## src/rtl/onehot_req_pkg.sv

```systemverilog
// onehot_req_pkg: shared sizes and index/mask helpers for the one-hot request encoder and decoder.
package onehot_req_pkg;
  localparam int ONEHOT_N = 4;
  localparam int ONEHOT_W = $clog2(ONEHOT_N);
  function automatic logic [ONEHOT_W-1:0] lowest_set_idx(input logic [ONEHOT_N-1:0] vec);
    logic [ONEHOT_W-1:0] r;
    r = '0;
    for (int i = ONEHOT_N - 1; i >= 0; i--) if (vec[i]) r = ONEHOT_W'(i);
    return r;
  endfunction
  function automatic logic [ONEHOT_N-1:0] onehot(input logic [ONEHOT_W-1:0] idx);
    return ONEHOT_N'(1) << idx;
  endfunction
endpackage

```

## src/rtl/onehot_req_encoder_lsb_priority_pick.sv

```systemverilog
// lsb_priority_pick: combinational lowest-set-bit picker returning index, one-hot mask and any.
module lsb_priority_pick
  import onehot_req_pkg::*;
#(
  parameter int N = ONEHOT_N,
  localparam int W = $clog2(N)
) (
  input  logic [N-1:0] vec_i,
  output logic [W-1:0] idx_o,
  output logic [N-1:0] mask_o,
  output logic         any_o
);
  always_comb begin
    idx_o = '0;
    mask_o = '0;
    any_o = |vec_i;
    for (int i = N - 1; i >= 0; i--) begin
      if (vec_i[i]) begin
        idx_o = W'(i);
        mask_o = '0;
        mask_o[i] = 1'b1;
      end
    end
  end
endmodule

```

## src/rtl/onehot_req_encoder.sv

```systemverilog
// onehot_req_encoder: captures request bits and emits their indices lowest-first over valid/ready.
// Optional ONEHOT_REQ_ENCODER_COALESCE_CNT_EN adds a saturating count of requests hitting pending bits.
module onehot_req_encoder
  import onehot_req_pkg::*;
#(
  parameter int N = ONEHOT_N,
  localparam int W = $clog2(N)
) (
  input  logic         clk,
  input  logic         rst_n,
  input  logic         en,
  input  logic         flush,
  input  logic [N-1:0] req,
  output logic [W-1:0] out_idx,
  output logic         out_valid,
  input  logic         out_ready,
  output logic [N-1:0] pending,
  output logic         busy
`ifdef ONEHOT_REQ_ENCODER_COALESCE_CNT_EN
  ,
  output logic [7:0]   coalesce_cnt
`endif
);
  logic [N-1:0] pending_q, pending_d, cap, pick_mask, mask;
  logic [W-1:0] out_idx_q, out_idx_d, idx;
  logic         out_valid_q, out_valid_d, load, any;

  lsb_priority_pick #(.N(N)) u_pick (
    .vec_i (pending_q),
    .idx_o (idx),
    .mask_o(mask),
    .any_o (any)
  );

  // A new request OR-ed in after the pick mask wins over the grant of the same bit.
  always_comb begin
    cap = en ? req : '0;
    load = !out_valid_q || out_ready;
    pick_mask = (load && any) ? mask : '0;
    pending_d = flush ? '0 : (pending_q & ~pick_mask) | cap;
    out_valid_d = flush ? 1'b0 : (load ? any : out_valid_q);
    out_idx_d = (!flush && load && any) ? idx : out_idx_q;
  end

  always_ff @(posedge clk or negedge rst_n) begin
    if (!rst_n) begin
      pending_q <= '0;
      out_idx_q <= '0;
      out_valid_q <= 1'b0;
    end else begin
      pending_q <= pending_d;
      out_idx_q <= out_idx_d;
      out_valid_q <= out_valid_d;
    end
  end

`ifdef ONEHOT_REQ_ENCODER_COALESCE_CNT_EN
  logic [7:0] cnt_q, cnt_d;
  logic       hit;
  always_comb begin
    hit = |(cap & pending_q & ~pick_mask);
    cnt_d = flush ? 8'h00 : ((hit && cnt_q != 8'hFF) ? cnt_q + 8'h01 : cnt_q);
  end
  always_ff @(posedge clk or negedge rst_n) begin
    if (!rst_n) cnt_q <= 8'h00;
    else cnt_q <= cnt_d;
  end
  assign coalesce_cnt = cnt_q;
`endif

  assign out_idx = out_idx_q;
  assign out_valid = out_valid_q;
  assign pending = pending_q;
  assign busy = (|pending_q) | out_valid_q;
endmodule

```

## config.mk

```make
export PLATFORM = sky130hd
export DESIGN_NAME = onehot_req_encoder
export DESIGN_NICKNAME = d
export VERILOG_FILES = /design/src/rtl/onehot_req_pkg.sv /design/src/rtl/onehot_req_encoder_lsb_priority_pick.sv /design/src/rtl/onehot_req_encoder.sv
export SDC_FILE = /design/constraint.sdc
export NUM_CORES = 1
export LEC_CHECK = 0
export ABC_AREA = 1
export CAP_MARGIN = 15
export CORE_AREA = 5 5 42 44
export CTS_CLUSTER_SIZE = 8
export DETAILED_ROUTE_END_ITERATION = 16
export DIE_AREA = 0 0 47 49
export PLACE_DENSITY = 0.66
export SYNTH_ARGS = -nofsm -noshare
export SYNTH_HDL_FRONTEND = slang
export SYNTH_SLANG_ARGS = --single-unit
```

## constraint.sdc

```tcl
create_clock -name clk -period 1.1 [get_ports clk]
set_input_delay 0.22 -clock clk [delete_from_list [all_inputs] [get_ports clk]]
set_output_delay 0.22 -clock clk [all_outputs]
set_load 0.1 [all_outputs]
```

## Yosys cells after proc, flatten, opt, wreduce, memory -nomap -nowiden

Index checks and enable logic that the tools add are counted.

| storage, ports and cells | value |
|---|---|
| input port bits | 9 |
| memory bits (writable) | 0 |
| logic and storage cells | 28 |
| latch bits | 0 |
| output and inout port bits | 8 |
| memory bits (read-only) | 0 |
| register bits after elaboration | 7 |
| memories | 0 |

| operators by class | value |
|---|---|
| mux-type cells | 13 |
| shift-type cells | 0 |
| add/sub/neg operators | 0 |
| order comparisons | 0 |
| reduce and logical (&&, ||, !) cells | 8 |
| bitwise operators | 4 |
| div/mod/pow operators | 0 |
| equal/unequal tests | 0 |
| multipliers | 0 |

Operators with widths:

| cell | number |
|---|---|
| two-way mux 4 bit | 7 |
| two-way mux 2 bit | 4 |
| AND 4 bit | 1 |
| inverter 4 bit | 1 |
| bitwise OR 4 bit | 1 |
| OR reduction 4 bit | 1 |
| logical AND 1 bit | 3 |
| logical NOT 1 bit | 2 |
| two-way mux 1 bit | 2 |
| nonzero test 2 bit | 1 |
| logical OR 1 bit | 1 |
| bitwise OR 1 bit | 1 |

## Logic depth before layout (Yosys ltp)

Gate-level depths: netlist of run 1.

| logic depth | value |
|---|---|
| word-level depth | 9 |
| depth in mapped cells | 6 |
| gate-level depth less buffers | 6 |

## Cells and area by module

A second synthesis of run 1 with hierarchy kept.

| unflattened totals | value |
|---|---|
| cell total of the unflattened synthesis | 51 |
| area, all modules | 382.9 um^2 |

By module, submodules not included:

| module | seq. area each (um^2) | cells an instance | times used | area each (um^2) |
|---|---|---|---|---|
| onehot_req_encoder | 175.2 | 36 | 1 | 317.8 |
| lsb_priority_pick | 0.0 | 15 | 1 | 65.1 |

## Worst setup path after synthesis of run 1

OpenSTA, ideal clock, no wires.

| timing | value |
|---|---|
| path kind | register -> output |
| from | reg pending_q[1] (netlist: pending[1]) |
| to | out busy |
| stages on the path, launching flop included | 4 |
| required time | 0.880 ns |
| path buffers | 0 |
| slack | -1.010 ns |
| arrival time | 1.890 ns |
| cell sequence | dfrtp_1 nor2_2 nand2_2 or2_1 |

| between the ends | value |
|---|---|
| longest elaborated chain between the ends | 2 |

Ends and longest elaborated chain:

| item | line | RTL |
|---|---|---|
| start, declared | onehot_req_encoder.sv:24 | `logic [N-1:0] pending_q, pending_d, cap, pick_mask, mask;` |
| start signal, assigned | onehot_req_encoder.sv:51 | `pending_q <= pending_d;` |
| OR reduction 4 bit | onehot_req_encoder.sv:74 | `assign busy = (\|pending_q) \| out_valid_q;` |
| bitwise OR 1 bit | onehot_req_encoder.sv:74 |  |
| end, declared | onehot_req_encoder.sv:18 | `output logic busy` |

Every way passes these cells.

## Worst setup path in the final report of run 1

| timing | value |
|---|---|
| from | reg pending_q[0] (netlist: pending[0]) |
| to | out busy |

The elaborated chain is that of the path after synthesis.

==> results of run 1 <==
## state kept, by name, summed over array words and instances, names as in the netlist
| name | count |
|---|---|
| out_valid | 1 |
| pending | 4 |
| out_idx | 2 |
## cell families after synthesis
kind of cell	share of synthesized area (%)
compound gates	8.82
simple gates	35.3
flops	51.5
buf+inv	4.41
## power breakdown
group | internal [mW] | switching (mW)
Combinational | 0.273 | 0.393
Clock | 0.138 | 0.0895
Sequential | 0.297 | 0.0292
Total | 0.708 | 0.511
## layout make-up
type / count / area (um2) / area share, %
multi-input cells: 32 / 230 / 26.2
inverters: 4 / 20.0 / 2.28
repair buffers: 32 / 387 / 44.0
clock buffers: 4 / 26.3 / 2.99
flip-flops and latches: 7 / 196 / 22.3
well taps: 16 / 20.0 / 2.28
## worst max-delay path: cells and delay by family (launching register included)
family / cells / cell delay (ns)
buffers and inverters: 1 / 0.16
and+or+nand+nor: 3 / 0.44
DFF: 1 / 0.49
## timing repair
action | in CTS | in global routing
gates resized for setup | 6 | 23
hold buffers | 0 | 0
setup endpoints to repair | 7 | 12
buffers inserted | 4 | 8
pin swaps | 5 | 9
## Yosys cell counts
| cell type | number |
|---|---|
| nand3_2 | 1 |
| inv_2 | 1 |
| nand2_1 | 15 |
| nor2_1 | 2 |
| a21oi_1 | 5 |
| or2_1 | 1 |
| o21ai_1 | 1 |
| dfrtp_1 | 7 |
| inv_1 | 3 |
| nor2_2 | 2 |
| nand3_1 | 3 |
| nand2_2 | 2 |
## layer usage
layer  global-route usage, %  routed length, um  up-vias
met5                       0                  0        -
met4                    2.76                 22        0
li1                        -                  -      209
met3                    4.80                 92        2
met2                    17.4                612       16
met1                    12.9                422      186
## final timing paths
kind | startpoint | end | cells past startpoint | slack [ns]
worst max-delay path | pending[0]$_DFF_PN0_ | busy | 4 | -0.46
worst min-delay path | rst_n | pending[2]$_DFF_PN0_ | 1 | 0.23
worst max register to register | pending[2]$_DFF_PN0_ | out_idx[0]$_DFFE_PN0P_ | 8 | -0.12
worst min register to register | out_idx[0]$_DFFE_PN0P_ | out_idx[0]$_DFFE_PN0P_ | 2 | 0.53
max in group asynchronous | rst_n | pending[3]$_DFF_PN0_ | 1 | 0.59
min in group clk | req[1] | pending[1]$_DFF_PN0_ | 3 | 0.52
## through the flow
step,instances,instance area (um2),power [mW]
finish,95,880,1.22
global route,95,880,1.30
CTS,91,773,1.18
detailed placement,83,694,0.906
global placement,83,694,0.901
floorplan,43,374,0.654
==> impl_metrics.py, run 1 <==
metrics = {
    "setup_path": {
        "critical_path.max_fanout": 2,
        "cp_slowest_cell": "dfrtp_4",
        "required_ns": 0.88,
        "start_kind": "register",
        "cp_cell_sequence": "nor2_4 -> nand2_2 -> or2_4 -> buf_12",
        "critical_path.endpoint_type": "primary output",
        "path_class": "reg -> out",
        "cp.arrival_ns": 1.34,
        "max_stage_delay_ns": 0.49,
    },
    "timing": {
        "rsz0062_at_grt": "true",
        "finalWorstSetupSlack_ns": -0.458,
        "tightest_slew_ns": 0.324,
        "hold-worst-slack_ns": 0.231,
        "finalCritPeriodShare_pct": 142,
        "relSlewSlack_pct": 78.3,
        "layout_min_cycle_time_ns": 1.56,
        "fin_skew_ns": 0.00877,
        "setup_viol_count_final": 9,
        "fin_setup_tns_ns": -1.64,
        "finalMaxSlewViolations": 0,
        "finalHoldViolCount": 0,
        "clock.fmax_mhz": 642,
    },
    "status": {
        "violations": "setup timing",
        "run_status": "complete, but fails checks",
    },
    "clocking": {
        "tritoncts": "yes",
        "cts.sinks": 7,
        "clock_path_buffers": 2,
        "clock_latency_ns": 0.25,
        "cts-root-buf": "clkbuf_4",
        "cts_made_buffers": 3,
        "clkTransAtPathRegs_ns": 0.05,
        "cts_max_level": 1,
    },
    "route": {
        "viasPerCell": 4.35,
        "drtIter0Drc": 3,
        "dr.pass1.iters": 4,
        "antenna_left": 0,
        "drcViolationCount": 0,
        "wl_um": 1150,
        "vias": 413,
        "wl_per_cell_um": 12.1,
    },
    "grt": {
        "antenna_found_initial": 0,
        "grtUsageTotal_pct": 10.9,
        "grt_pass1_vias": 420,
        "grt_pass1_wl_um": 1790,
        "grt_overflow_total": 0,
        "grt_start_max_net_pins": 8,
    },
    "finish": {
        "syn2layout_area_growth_pct": 158,
        "drive_above_1_share_pct": 67.1,
        "utilization_pct": 62.8,
        "fin_nets": 89,
        "antenna_cells": 0,
        "fillers": 130,
        "final_common_cell": "nand2_1",
        "final_cell_mix": "nand2_1, buf_4, clkdlybuf4s50_1, buf_12, buf_6",
    },
    "worst_hold_path": {
        "hp-class": "in -> async",
    },
    "synthesis": {
        "synth_top_area_share_pct": 51.5,
        "ys_types": 12,
        "syn-cell-area_um2": 340,
        "yosys_register_bits": 7,
        "synth.net_count": 52,
        "avgSynthCellArea_um2": 7.91,
        "synth_area_leaders": "dfrtp_1, nand2_1, a21oi_1",
        "syn_inst": 43,
        "seq_area_frac_synth_pct": 51.5,
        "yosysWarnings": 0,
        "synth_largest_area_cell": "dfrtp_1",
    },
    "placed_design": {
        "gp_congestion": 0.802,
        "io_buffers": 16,
        "dpl.hpwl_um": 827,
        "preCtsSetupSlack_ns": -0.201,
    },
    "die": {
        "core_um2": 1400,
        "pin_count": 17,
        "start_util_pct": 24.3,
        "die_w_um": 47,
        "rows": 14,
        "die_y_um": 49,
        "die_area_um2": 2300,
    },
    "pwr": {
        "leakagePower_nw": 0.391,
        "ir_drop_v": 0.000973,
        "powerDensity_nw_per_um2": 1390,
    },
    "flow_run": {
        "maxCapViolCount": 0,
    },
}
Note: power is estimated with default switching activity, not from simulation.
==> run 2: changes to the inputs <==
SKIP_CTS_REPAIR_TIMING = 1   (was default)
==> impl_metrics.py, run 2 (synthesized netlist as in run 1, its figures left out) <==
metrics = {
    "timing": {
        "finalHoldViolCount": 0,
        "clock.fmax_mhz": 641,
        "finalMaxSlewViolations": 0,
        "setup_viol_count_final": 9,
        "rsz0062_at_grt": "true",
        "fin_skew_ns": 0.00796,
        "finalCritPeriodShare_pct": 142,
        "tightest_slew_ns": 0.333,
        "relSlewSlack_pct": 77.7,
        "finalWorstSetupSlack_ns": -0.460,
        "fin_setup_tns_ns": -1.45,
        "layout_min_cycle_time_ns": 1.56,
    },
    "placed_design": {
        "dp.cells": 83,
        "gp_congestion": 0.802,
        "preCtsSetupSlack_ns": -0.201,
        "placed_area_um2": 694,
        "dpl.hpwl_um": 827,
        "io_buffers": 16,
    },
    "setup_path": {
        "cp_slowest_cell": "dfrtp_4",
        "r2r-start": "pending[1]$_DFF_PN0_",
        "critical_path.endpoint_type": "primary output",
        "rr_worst_depth": 7,
        "cp.arrival_ns": 1.34,
        "start_kind": "register",
        "max_stage_delay_ns": 0.49,
        "cp-startpoint": "pending[3]$_DFF_PN0_",
        "critical_path.max_fanout": 3,
        "path_class": "reg -> out",
        "path_delay_family": "flip-flops",
        "required_ns": 0.88,
        "cp_cell_sequence": "nor2_4 -> nand2_2 -> or2_4 -> buf_12",
        "critPathBufInv": 1,
        "path_depth": 4,
    },
    "clocking": {
        "clock_path_buffers": 2,
        "cts_max_level": 1,
        "cts-root-buf": "clkbuf_4",
        "tritoncts": "yes",
        "cts.sinks": 7,
        "clkTransAtPathRegs_ns": 0.05,
        "clock_latency_ns": 0.25,
        "cts_made_buffers": 3,
    },
    "route": {
        "antenna_left": 0,
        "wl_per_cell_um": 11.3,
        "drtIter0Drc": 4,
        "drcViolationCount": 0,
        "dr.pass1.iters": 4,
        "vias": 389,
        "wl_um": 1040,
        "viasPerCell": 4.23,
    },
    "grt": {
        "top_usage_layer": "met2",
        "grtUsageTotal_pct": 10.1,
        "grt_pass1_wl_um": 1680,
        "use_met3_pct": 4.80,
        "grt_overflow_total": 0,
        "grt_pass1_vias": 389,
        "grt_start_max_net_pins": 8,
        "antenna_found_initial": 0,
        "met2_usage_pct": 14.9,
        "grt_use_met1_pct": 12.9,
    },
    "finish": {
        "fin_area_um2": 785,
        "fillers": 130,
        "final_common_cell": "nand2_1",
        "drive_above_1_share_pct": 56.6,
        "stdcell_count": 92,
        "multi_input_area_um2": 178,
        "ff_latch_area_um2": 196,
        "final_cell_mix": "nand2_1, buf_4, clkdlybuf4s50_1, buf_12, dfrtp_4",
        "largest_reg_flops": 4,
        "fin_nets": 86,
        "syn2layout_area_growth_pct": 131,
        "antenna_cells": 0,
    },
    "die": {
        "rows": 14,
        "die_area_um2": 2300,
        "pin_count": 17,
        "die_y_um": 49,
        "die_w_um": 47,
        "core_um2": 1400,
        "start_util_pct": 24.3,
    },
    "pwr": {
        "fin_total_pwr_mw": 1.16,
        "leakagePower_nw": 0.360,
        "ir_drop_v": 0.000930,
        "powerDensity_nw_per_um2": 1480,
    },
    "status": {
        "violations": "setup timing",
        "run_status": "complete, but fails checks",
    },
    "worst_hold_path": {
        "hp-class": "in -> async",
    },
    "flow_run": {
        "maxCapViolCount": 0,
    },
}
==> run 2: cell types whose count changed in the layout (fill, tap and decap cells not counted), sizes merged <==
cell  delta
buf      -3
==> run 2: power by group <==
group	internal [mW]	total, mW	leakage, nW	switching, mW
sequential	0.297	0.326	0.0813	0.0291
combinational	0.248	0.612	0.264	0.364
clock	0.138	0.226	0.0150	0.0884
total	0.683	1.16	0.360	0.481
==> run 2: metal layers <==
| metal | routed length, um | vias to the layer above |
|---|---|---|
| met4 | 0 | 0 |
| li1 | - | 204 |
| met5 | 0 | - |
| met1 | 405 | 175 |
| met2 | 561 | 10 |
| met3 | 69 | 0 |
==> run 2: stage by stage <==
| step | util [%] | hold WS (ns) |
|---|---|---|
| finish | 56.0 | 0.236 |
| global route | 56.0 | 0.236 |
| CTS | 51.4 | 0.232 |
| detailed placement | 49.6 | 0.504 |
| global placement | 49.6 | 0.504 |
| floorplan | - | -0.0756 |
==> run 2: path summary, 6_finish.rpt <==
path,end,slack [ns]
setup / recovery,busy,-0.46
hold / removal,pending[0]$_DFF_PN0_,0.24
setup reg to reg,out_idx[1]$_DFFE_PN0P_,-0.05
hold reg to reg,out_idx[0]$_DFFE_PN0P_,0.53
max in group asynchronous,pending[3]$_DFF_PN0_,0.58
min in group clk,pending[1]$_DFF_PN0_,0.52
==> run 2: layout make-up <==
| class | instances | area share [%] |
|---|---|---|
| Clock buffer | 4 | 3.35 |
| Inverter | 4 | 1.91 |
| Timing Repair Buffer | 29 | 44.5 |
| Sequential cell | 7 | 25.0 |
| Multi-Input combinational cell | 32 | 22.6 |
| Tap cell | 16 | 2.55 |
